**config.mk**
```make
export PLATFORM = sky130hd
export DESIGN_NAME = fp_mul_arbiter
export DESIGN_NICKNAME = d
export VERILOG_FILES = /design/src/rtl/fp_mul_arbiter.sv
export SDC_FILE = /design/constraint.sdc
export NUM_CORES = 1
export LEC_CHECK = 0
export CAP_MARGIN = 20
export CORE_AREA = 2 2 157 159
export CTS_BUF_LIST = sky130_fd_sc_hd__clkbuf_4 sky130_fd_sc_hd__clkbuf_8 sky130_fd_sc_hd__clkbuf_16
export DETAILED_ROUTE_END_ITERATION = 10
export DIE_AREA = 0 0 159 161
export HOLD_SLACK_MARGIN = 0.03
export SLEW_MARGIN = 5
export SYNTH_ARGS = -nofsm -noshare
export SYNTH_HDL_FRONTEND = slang
export SYNTH_SLANG_ARGS = --single-unit
```
**constraint.sdc**
```tcl
create_clock -name clk -period 7.51 [get_ports clk]
set_input_delay 1.502 -clock clk [delete_from_list [all_inputs] [get_ports clk]]
set_output_delay 1.502 -clock clk [all_outputs]
set_load 0.03 [all_outputs]
```
**src/rtl/fp_mul_arbiter.sv**
```systemverilog
// Round-robin arbiter that shares one FP multiplier core among N requesters,
// carries one operation at a time and guards the core with a watchdog.
module fp_mul_arbiter #(
  parameter int N       = 4,
  parameter int IDW     = 2,
  parameter int TIMEOUT = 32
) (
  input  logic              clk,
  input  logic              rst,
  input  logic [N-1:0]      i_req_valid,
  input  logic [32*N-1:0]   i_req_op1,
  input  logic [32*N-1:0]   i_req_op2,
  output logic [N-1:0]      o_req_accept,
  output logic [N-1:0]      o_resp_valid,
  output logic [31:0]       o_resp_res,
  output logic [IDW-1:0]    o_resp_id,
  output logic              o_mul_ready,
  output logic [31:0]       o_mul_op1,
  output logic [31:0]       o_mul_op2,
  input  logic [31:0]       i_mul_res,
  input  logic              i_mul_done,
  output logic              o_busy,
  output logic              o_timeout_err
);

  localparam int CW = $clog2(TIMEOUT);

  typedef enum logic [1:0] {IDLE, ISSUE, WAIT, RESP} state_t;

  state_t          r_state, w_nextState;
  logic [IDW-1:0]  r_last, r_id;
  logic [CW-1:0]   r_count;

  logic            w_found;
  logic [IDW-1:0]  w_winner;
  logic [31:0]     w_selOp1, w_selOp2;
  logic            w_timeoutHit;

  logic [N-1:0]    w_acceptNext, w_respValidNext;
  logic [31:0]     w_respResNext, w_op1Next, w_op2Next;
  logic [IDW-1:0]  w_respIdNext, w_idNext, w_lastNext;
  logic [CW-1:0]   w_countNext;
  logic            w_readyNext, w_timeoutNext;

  // Round robin: first requester above the last grant, then wrap to the bottom.
  always_comb begin
    w_found  = 1'b0;
    w_winner = '0;
    for (int i = 0; i < N; i++) begin
      if (!w_found && i_req_valid[i] && (i > int'(r_last))) begin
        w_found  = 1'b1;
        w_winner = IDW'(i);
      end
    end
    for (int i = 0; i < N; i++) begin
      if (!w_found && i_req_valid[i] && (i <= int'(r_last))) begin
        w_found  = 1'b1;
        w_winner = IDW'(i);
      end
    end
  end

  always_comb begin
    w_selOp1 = '0;
    w_selOp2 = '0;
    for (int i = 0; i < N; i++) begin
      if (IDW'(i) == w_winner) begin
        w_selOp1 = i_req_op1[32*i +: 32];
        w_selOp2 = i_req_op2[32*i +: 32];
      end
    end
  end

  assign w_timeoutHit = (r_count == CW'(TIMEOUT-1));

  always_comb begin
    w_nextState = r_state;
    case (r_state)
      IDLE:    if (w_found) w_nextState = ISSUE;
      ISSUE:   w_nextState = WAIT;
      WAIT:    if (i_mul_done || w_timeoutHit) w_nextState = RESP;
      RESP:    w_nextState = IDLE;
      default: w_nextState = IDLE;
    endcase
  end

  // A done pulse in the timeout cycle takes precedence over the watchdog.
  always_comb begin
    w_acceptNext    = '0;
    w_readyNext     = 1'b0;
    w_respValidNext = '0;
    w_respResNext   = o_resp_res;
    w_respIdNext    = o_resp_id;
    w_op1Next       = o_mul_op1;
    w_op2Next       = o_mul_op2;
    w_idNext        = r_id;
    w_lastNext      = r_last;
    w_countNext     = r_count;
    w_timeoutNext   = o_timeout_err;
    case (r_state)
      IDLE: begin
        if (w_found) begin
          w_acceptNext = {{(N-1){1'b0}}, 1'b1} << w_winner;
          w_readyNext  = 1'b1;
          w_op1Next    = w_selOp1;
          w_op2Next    = w_selOp2;
          w_idNext     = w_winner;
          w_lastNext   = w_winner;
        end
      end
      ISSUE: w_countNext = '0;
      WAIT: begin
        w_countNext = r_count + 1'b1;
        if (i_mul_done) begin
          w_respValidNext = {{(N-1){1'b0}}, 1'b1} << r_id;
          w_respResNext   = i_mul_res;
          w_respIdNext    = r_id;
        end else if (w_timeoutHit) begin
          w_timeoutNext   = 1'b1;
          w_respValidNext = {{(N-1){1'b0}}, 1'b1} << r_id;
          w_respResNext   = 32'h7FFF_FFFF;
          w_respIdNext    = r_id;
        end
      end
      default: ;
    endcase
  end

  always_ff @(posedge clk or posedge rst) begin
    if (rst) begin
      r_state       <= IDLE;
      r_last        <= IDW'(N-1);
      r_id          <= '0;
      r_count       <= '0;
      o_req_accept  <= '0;
      o_resp_valid  <= '0;
      o_resp_res    <= '0;
      o_resp_id     <= '0;
      o_mul_ready   <= 1'b0;
      o_mul_op1     <= '0;
      o_mul_op2     <= '0;
      o_busy        <= 1'b0;
      o_timeout_err <= 1'b0;
    end else begin
      r_state       <= w_nextState;
      r_last        <= w_lastNext;
      r_id          <= w_idNext;
      r_count       <= w_countNext;
      o_req_accept  <= w_acceptNext;
      o_resp_valid  <= w_respValidNext;
      o_resp_res    <= w_respResNext;
      o_resp_id     <= w_respIdNext;
      o_mul_ready   <= w_readyNext;
      o_mul_op1     <= w_op1Next;
      o_mul_op2     <= w_op2Next;
      o_busy        <= (w_nextState != IDLE);
      o_timeout_err <= w_timeoutNext;
    end
  end

endmodule
```
# Word level (Yosys, flattened, before mapping)
# Cells that the tools add are included.
[word_totals] regBits=120 input_bits=295 out_inout_bits=109 wordCells=94
[op_classes] n_eq_ne=7 n_mux=37 n_lt_le_gt_ge=6 n_reduce_logical=27 n_addsub=1 shift=2 n_bitwise=1
[op_table] operator="$mux W32" n=10
[op_table] operator="$mux W2" n=10
[op_table] operator="$mux W4" n=5
[op_table] operator="$logic_and A1 B1 Y1" n=12
[op_table] operator="$mux W1" n=10
[op_table] operator="$pmux W5 S2" n=1
[op_table] operator="$pmux W2 S4" n=1
[op_table] operator="$shl A1 B2 Y4 const A" n=2
[op_table] operator="$logic_not A1 Y1" n=6
[op_table] operator="$reduce_bool A2 Y1" n=3
[op_table] operator="$add A5 B1 Y5 const B" n=1
[op_table] operator="$eq A5 B5 Y1 const B" n=1
[op_table] operator="$eq A2 B2 Y1 const A" n=2
[op_table] operator="$eq A2 B2 Y1 const B" n=2
[op_table] operator="$gt A2 B2 Y1 const A" n=2
[op_table] operator="$le A2 B2 Y1 const A" n=2
[op_table] operator="$logic_not A2 Y1" n=2
[op_table] operator="$reduce_and A2 Y1" n=2
[op_table] operator="$reduce_and A3 Y1" n=1
[op_table] operator="$eq A1 B2 Y1 const A" n=1
[op_table] operator="$eq A2 B1 Y1 const B" n=1
[op_table] operator="$gt A1 B2 Y1 const A" n=1
[op_table] operator="$le A1 B2 Y1 const A" n=1
[op_table] operator="$logic_or A1 B1 Y1" n=1
[op_table] operator="$not A1 Y1" n=1

# Longest topological paths before layout
[logic_depth] word_depth=31 ltp_mapped=9 mapped_depth_nobuf=7

# Least setup slack after synthesis
# OpenSTA, ideal clock, no wires.
[synth_timing] kind="in2reg" start="input port i_req_valid[2]" end="register o_mul_op1[27]" t_required_ns=7.384 t_arrival_ns=2.927 setup_time_ns=0.126 path_slack_ns=4.457 n_path_buf=2 stages=6 cell_sequence="buf_2 -> o41ai_4 -> inv_2 -> and3_1 -> buf_2 -> a221o_1"
[synth_via] elab_chain_len=27 elab_cells_between_ends=37 cone_classes="3 x eq/ne; 16 x mux; 18 x reduce/logical"
[synth_lines] item="start, declared" line="10" source="input logic [N-1:0] i_req_valid,"
[synth_lines] item="$logic_and A1 B1 Y1 (2 in a row)" line="50" source="if (!w_found && i_req_valid[i] && (i > int'(r_last))) begin"
[synth_lines] item="$mux W1" line="50"
[synth_lines] item="$logic_not A1 Y1" line="50"
[synth_lines] item="$logic_and A1 B1 Y1 (2 in a row)" line="50"
[synth_lines] item="$mux W1" line="50"
[synth_lines] item="$logic_not A1 Y1" line="56" source="if (!w_found && i_req_valid[i] && (i <= int'(r_last))) begin"
[synth_lines] item="$logic_and A1 B1 Y1" line="56"
[synth_lines] item="$mux W1" line="56"
[synth_lines] item="(+4 left out)"
[synth_lines] item="$logic_not A1 Y1" line="56"
[synth_lines] item="$logic_and A1 B1 Y1 (2 in a row)" line="56"
[synth_lines] item="$mux W1" line="56"
[synth_lines] item="$logic_not A1 Y1" line="56"
[synth_lines] item="$logic_and A1 B1 Y1 (2 in a row)" line="56"
[synth_lines] item="$mux W2" line="56"
[synth_lines] item="$logic_not A2 Y1" line="67" source="if (IDW'(i) == w_winner) begin"
[synth_lines] item="$mux W32 (4 in a row)" line="67"
[synth_lines] item="end signal, assigned" line="154" source="o_mul_op1 <= w_op1Next;"
[synth_lines] item="end, declared" line="18" source="output logic [31:0] o_mul_op1,"
# Several ways; a longest one is shown, not always the timed one.
# A chain may end at the register's enable or synchronous reset.

# Final worst setup path
[layout_timing] start="input port i_req_valid[1]" end="register o_mul_op1[23]"
[layout_via] elab_chain_len=30 elab_cells_between_ends=41 cone_classes="3 x eq/ne; 18 x mux; 20 x reduce/logical"
[layout_lines] item="$logic_and A1 B1 Y1" line="50"
[layout_lines] item="$mux W1" line="50"
[layout_lines] item="$logic_not A1 Y1" line="50"
[layout_lines] item="$logic_and A1 B1 Y1 (2 in a row)" line="50"
[layout_lines] item="$mux W1" line="50"
[layout_lines] item="$logic_not A1 Y1" line="50"
[layout_lines] item="$logic_and A1 B1 Y1 (2 in a row)" line="50"
[layout_lines] item="$mux W1" line="50"
[layout_lines] item="(+7 left out)"
[layout_lines] item="$logic_not A1 Y1" line="56"
[layout_lines] item="$logic_and A1 B1 Y1 (2 in a row)" line="56"
[layout_lines] item="$mux W1" line="56"
[layout_lines] item="$logic_not A1 Y1" line="56"
[layout_lines] item="$logic_and A1 B1 Y1 (2 in a row)" line="56"
[layout_lines] item="$mux W2" line="56"
[layout_lines] item="$logic_not A2 Y1" line="67"
[layout_lines] item="$mux W32 (4 in a row)" line="67"
# Several ways; a longest one is shown, not always the timed one.

==> run summary <==
Setup violators final - 0
Die height - 161 um
Number of buffers inserted for hold repair after clock tree synthesis - 0
Outcome - finished, final reports clean
Filler cell count - 2308
Layout overhead on the synthesized area - 78.8%
Total count of hold-check failures in the final report - 0
Post-CTS sizing - 0
Post-Place Setup Slack - 2.81 ns
Reg2Reg Setup Slack - 4.44 ns
Number of CTS-inserted buffers - 17
Worst skew pair latency - 0.42 ns
Mean cell area of the mapped netlist - 9.70 sq um
Total detailed-routing wirelength - 28.1 mm
Unique masters post-synth - 38
DRT Pass-1 Iters - 6
Vias - 7016
Bufs on Longest Clock Path - 2
Share of post-route cells with drive strength above 1 - 5.23%
Gpl congestion - 0.877
Sequential fraction of the synthesis area - 48.5%
Count of port buffers added during placement - 403
Post-synthesis instance area - 0.00620 sq mm
Post CTS Setup Buffer Count - 0
Critical setup path kind - in -> reg
Relative slew margins - 27.1%
Maximum operating frequency - 234 MHz
Overall Global Routing Usage - 21.3%
Net count reported at finish - 1300
Number of design-rule violations left by the first detailed-router iteration - 496
Dominant combinational cell family by area after synthesis - compound AO/OA/AOI/OAI gates
Required time reported for the critical path endpoint - 7.80 ns
Least-Margin Pin Slew - 1.09 ns
Global-route wire length before repair - 42.5 mm
Placeable core region - 0.0240 sq mm
DP HPWL - 20.0 mm
Worst Setup Slack, final - 3.23 ns
ANT nets after route - 0
Number of design rule violations left after detail routing - 0
Clock root buffer - clkbuf_16
Maximum number of pins on one net before global-route repair - 69
Number of top-level pins - 404
Count of mapped cells out of synthesis - 639
Sort of element at the start of the critical path - primary input
Fraction of the mapped netlist area in adder cells - 0.807%
Maximum net fanout on the critical path - 35
Synth Area in XOR/XNOR - 0%
Unrepaired setup endpoints after global routing - no
Standby leakage power - 4.29 nW
DIE WIDTH - 159 um
Final cycle utilization of the critical path - 57.0%
Clock tree from TritonCTS - yes
Total negative slack - 0 ns
Clock-pin transition on the worst setup and hold timing paths - 0.06 ns
Post-Syn Nets - 938
Vias in the first global route - 7052
Reported max-cap violation count - 0
Simple-Gate Fraction of Synth Area - 10.3%
# rows - 57
Clock period minus worst slack - 4.28 ns
Arrival time of the worst setup path - 4.57 ns
Hold Crit Class - reg -> reg
CTS H-tree depth - 4
Clk_skew - 0.0137 ns
Multiplexer fraction of the synthesized cell area - 0.323%
Power per unit of standard cell area - 416 mW/mm^2
Initial antenna violation count - 2
Synthesized-area fraction occupied by ao, oa, aoi and oai cells - 34.8%
Worst supply voltage drop on vdd - 184 uV
Number of vias per cell after detailed routing - 5.24
Number of sinks driven by the clock tree - 120
Detail-routed net length per standard cell - 21.0 um
Die ar. - 0.0256 sq mm
Number of pins with negative max-slew slack in the final report - 0
Setup crit end kind - register
Total gr overflow - 0
Starting utilization of the core area - 25.9%
Warnings from Yosys - 0
Seq cells post-synth - 120
metrics by stage:
stage	std cells	power, W	cell area (sq um)	hold WS, ns	util [%]
after CTS	1338	0.00467	11100	0.481	46.3
after floorplan	639	0.00270	6200	0.444	-
after detailed placement	1306	0.00380	10500	0.467	43.7
after global routing	1339	0.00490	11100	0.512	46.3
after global placement	1306	0.00376	10500	0.457	43.7
final	1339	0.00462	11100	0.476	46.3
per-layer routing:
metal / part of all wire [%] / routed length (um) / GRT usage, % / vias to the layer above
met3: 9.1 / 2550 / 7.09 / 32
met2: 50 / 14100 / 36.7 / 396
li1: - / - / - / 3219
met4: 1.9 / 539 / 6.49 / 2
met1: 39 / 10900 / 25.4 / 3367
met5: 0.061 / 17 / 0 / -
Yosys cell counts (all sizes together):
master   number  share of area (%)
a221oi       43                6.1
a221o        21                3.4
a2111o        1               0.18
nor2b         2               0.20
o22ai         1               0.10
clkbuf       44                2.7
a32o          2               0.32
a2bb2oi       6               0.85
nand2        98                5.9
o211a         2               0.32
or2           1               0.10
o41ai         1               0.44
nor3          3               0.24
inv          11               0.67
or3           5               0.50
o31ai         2               0.24
o2bb2ai       1               0.14
o211ai       26                3.1
a21oi        11               0.89
mux2i         2               0.32
nand2b        2               0.20
o21ai        63                5.1
o2111a        1               0.18
o221ai       33                4.7
nand3        24                1.9
buf          26                2.0
o22a         32                4.5
and3          4               0.40
a22oi        33                4.0
a31o          1               0.14
dfrtp       118                 48
dfstp         2               0.85
ha            4               0.81
nor2         12               0.73
o21bai        1               0.12
critical path, cell delays in order:
cell and delay, ns:
clkdlybuf4s50_1 0.76, nor2_1 0.13, a21oi_1 0.41, a2bb2oi_4 0.79, buf_4 0.50, o211ai_1 0.16
a221o_1 0.29
sequential cells by signal (all words and copies together) (netlist names):
register       count
o_resp_valid       4
o_busy             1
o_req_accept       4
r_id               2
o_timeout_err      1
o_mul_ready        1
r_count            5
r_state            2
o_resp_res        32
o_mul_op1         32
o_mul_op2         32
o_resp_id          2
r_last             2
cells in the final DEF (no fill, tap or decap), types with 5 or more instances in the layout:
cell type,n
inv_6,6
nor2_1,10
a2bb2oi_1,5
dfrtp_1,118
buf_4,10
clkdlybuf4s50_1,403
o221ai_1,33
or3_1,5
a22oi_1,33
nand2_1,98
inv_1,9
o21ai_0,61
nand3_1,24
o22a_1,32
o211ai_1,26
a21oi_1,11
clkbuf_16,17
a221oi_1,43
a221o_1,21
kinds of logic after synthesis:
kind of cell	Yosys count
flip-flops	120
AND/OR/NAND/NOR	151
multiplexers	2
AO/OA/AOI/OAI	281
buffers and inverters	81
adder cells (fa/ha/maj)	4
power by group:
group,switching [W],internal [W]
combinational,0.00156,0.00108
sequential,0.000166,0.000952
clock,0.000353,0.000503
total,0.00208,0.00254
final cells by class:
class                   count  area, sq um  share of cell area (%)
diodes                      1         2.50                  0.0226
repair buffers            413         4110                    37.1
flip-flops and latches    120         3010                    27.1
clock inverters            15          176                    1.59
multi-input cells         438         2920                    26.3
clock buffers              17          425                    3.84
well taps                 324          405                    3.66
inverters                  11         45.0                   0.406
path summary, 6_finish.rpt:
kind / from / endpoint / cells past startpoint
max reg2reg: r_last[1] / o_mul_op1[23] / 6
min reg2reg: o_timeout_err / o_timeout_err / 1
max: i_req_valid[1] / o_mul_op1[23] / 7
min in group asynchronous: rst / o_mul_op1[18] / 2
max in group asynchronous: rst / o_mul_op1[24] / 3
min: o_timeout_err / o_timeout_err / 1
No activity file was read; power rests on OpenSTA's default activity.
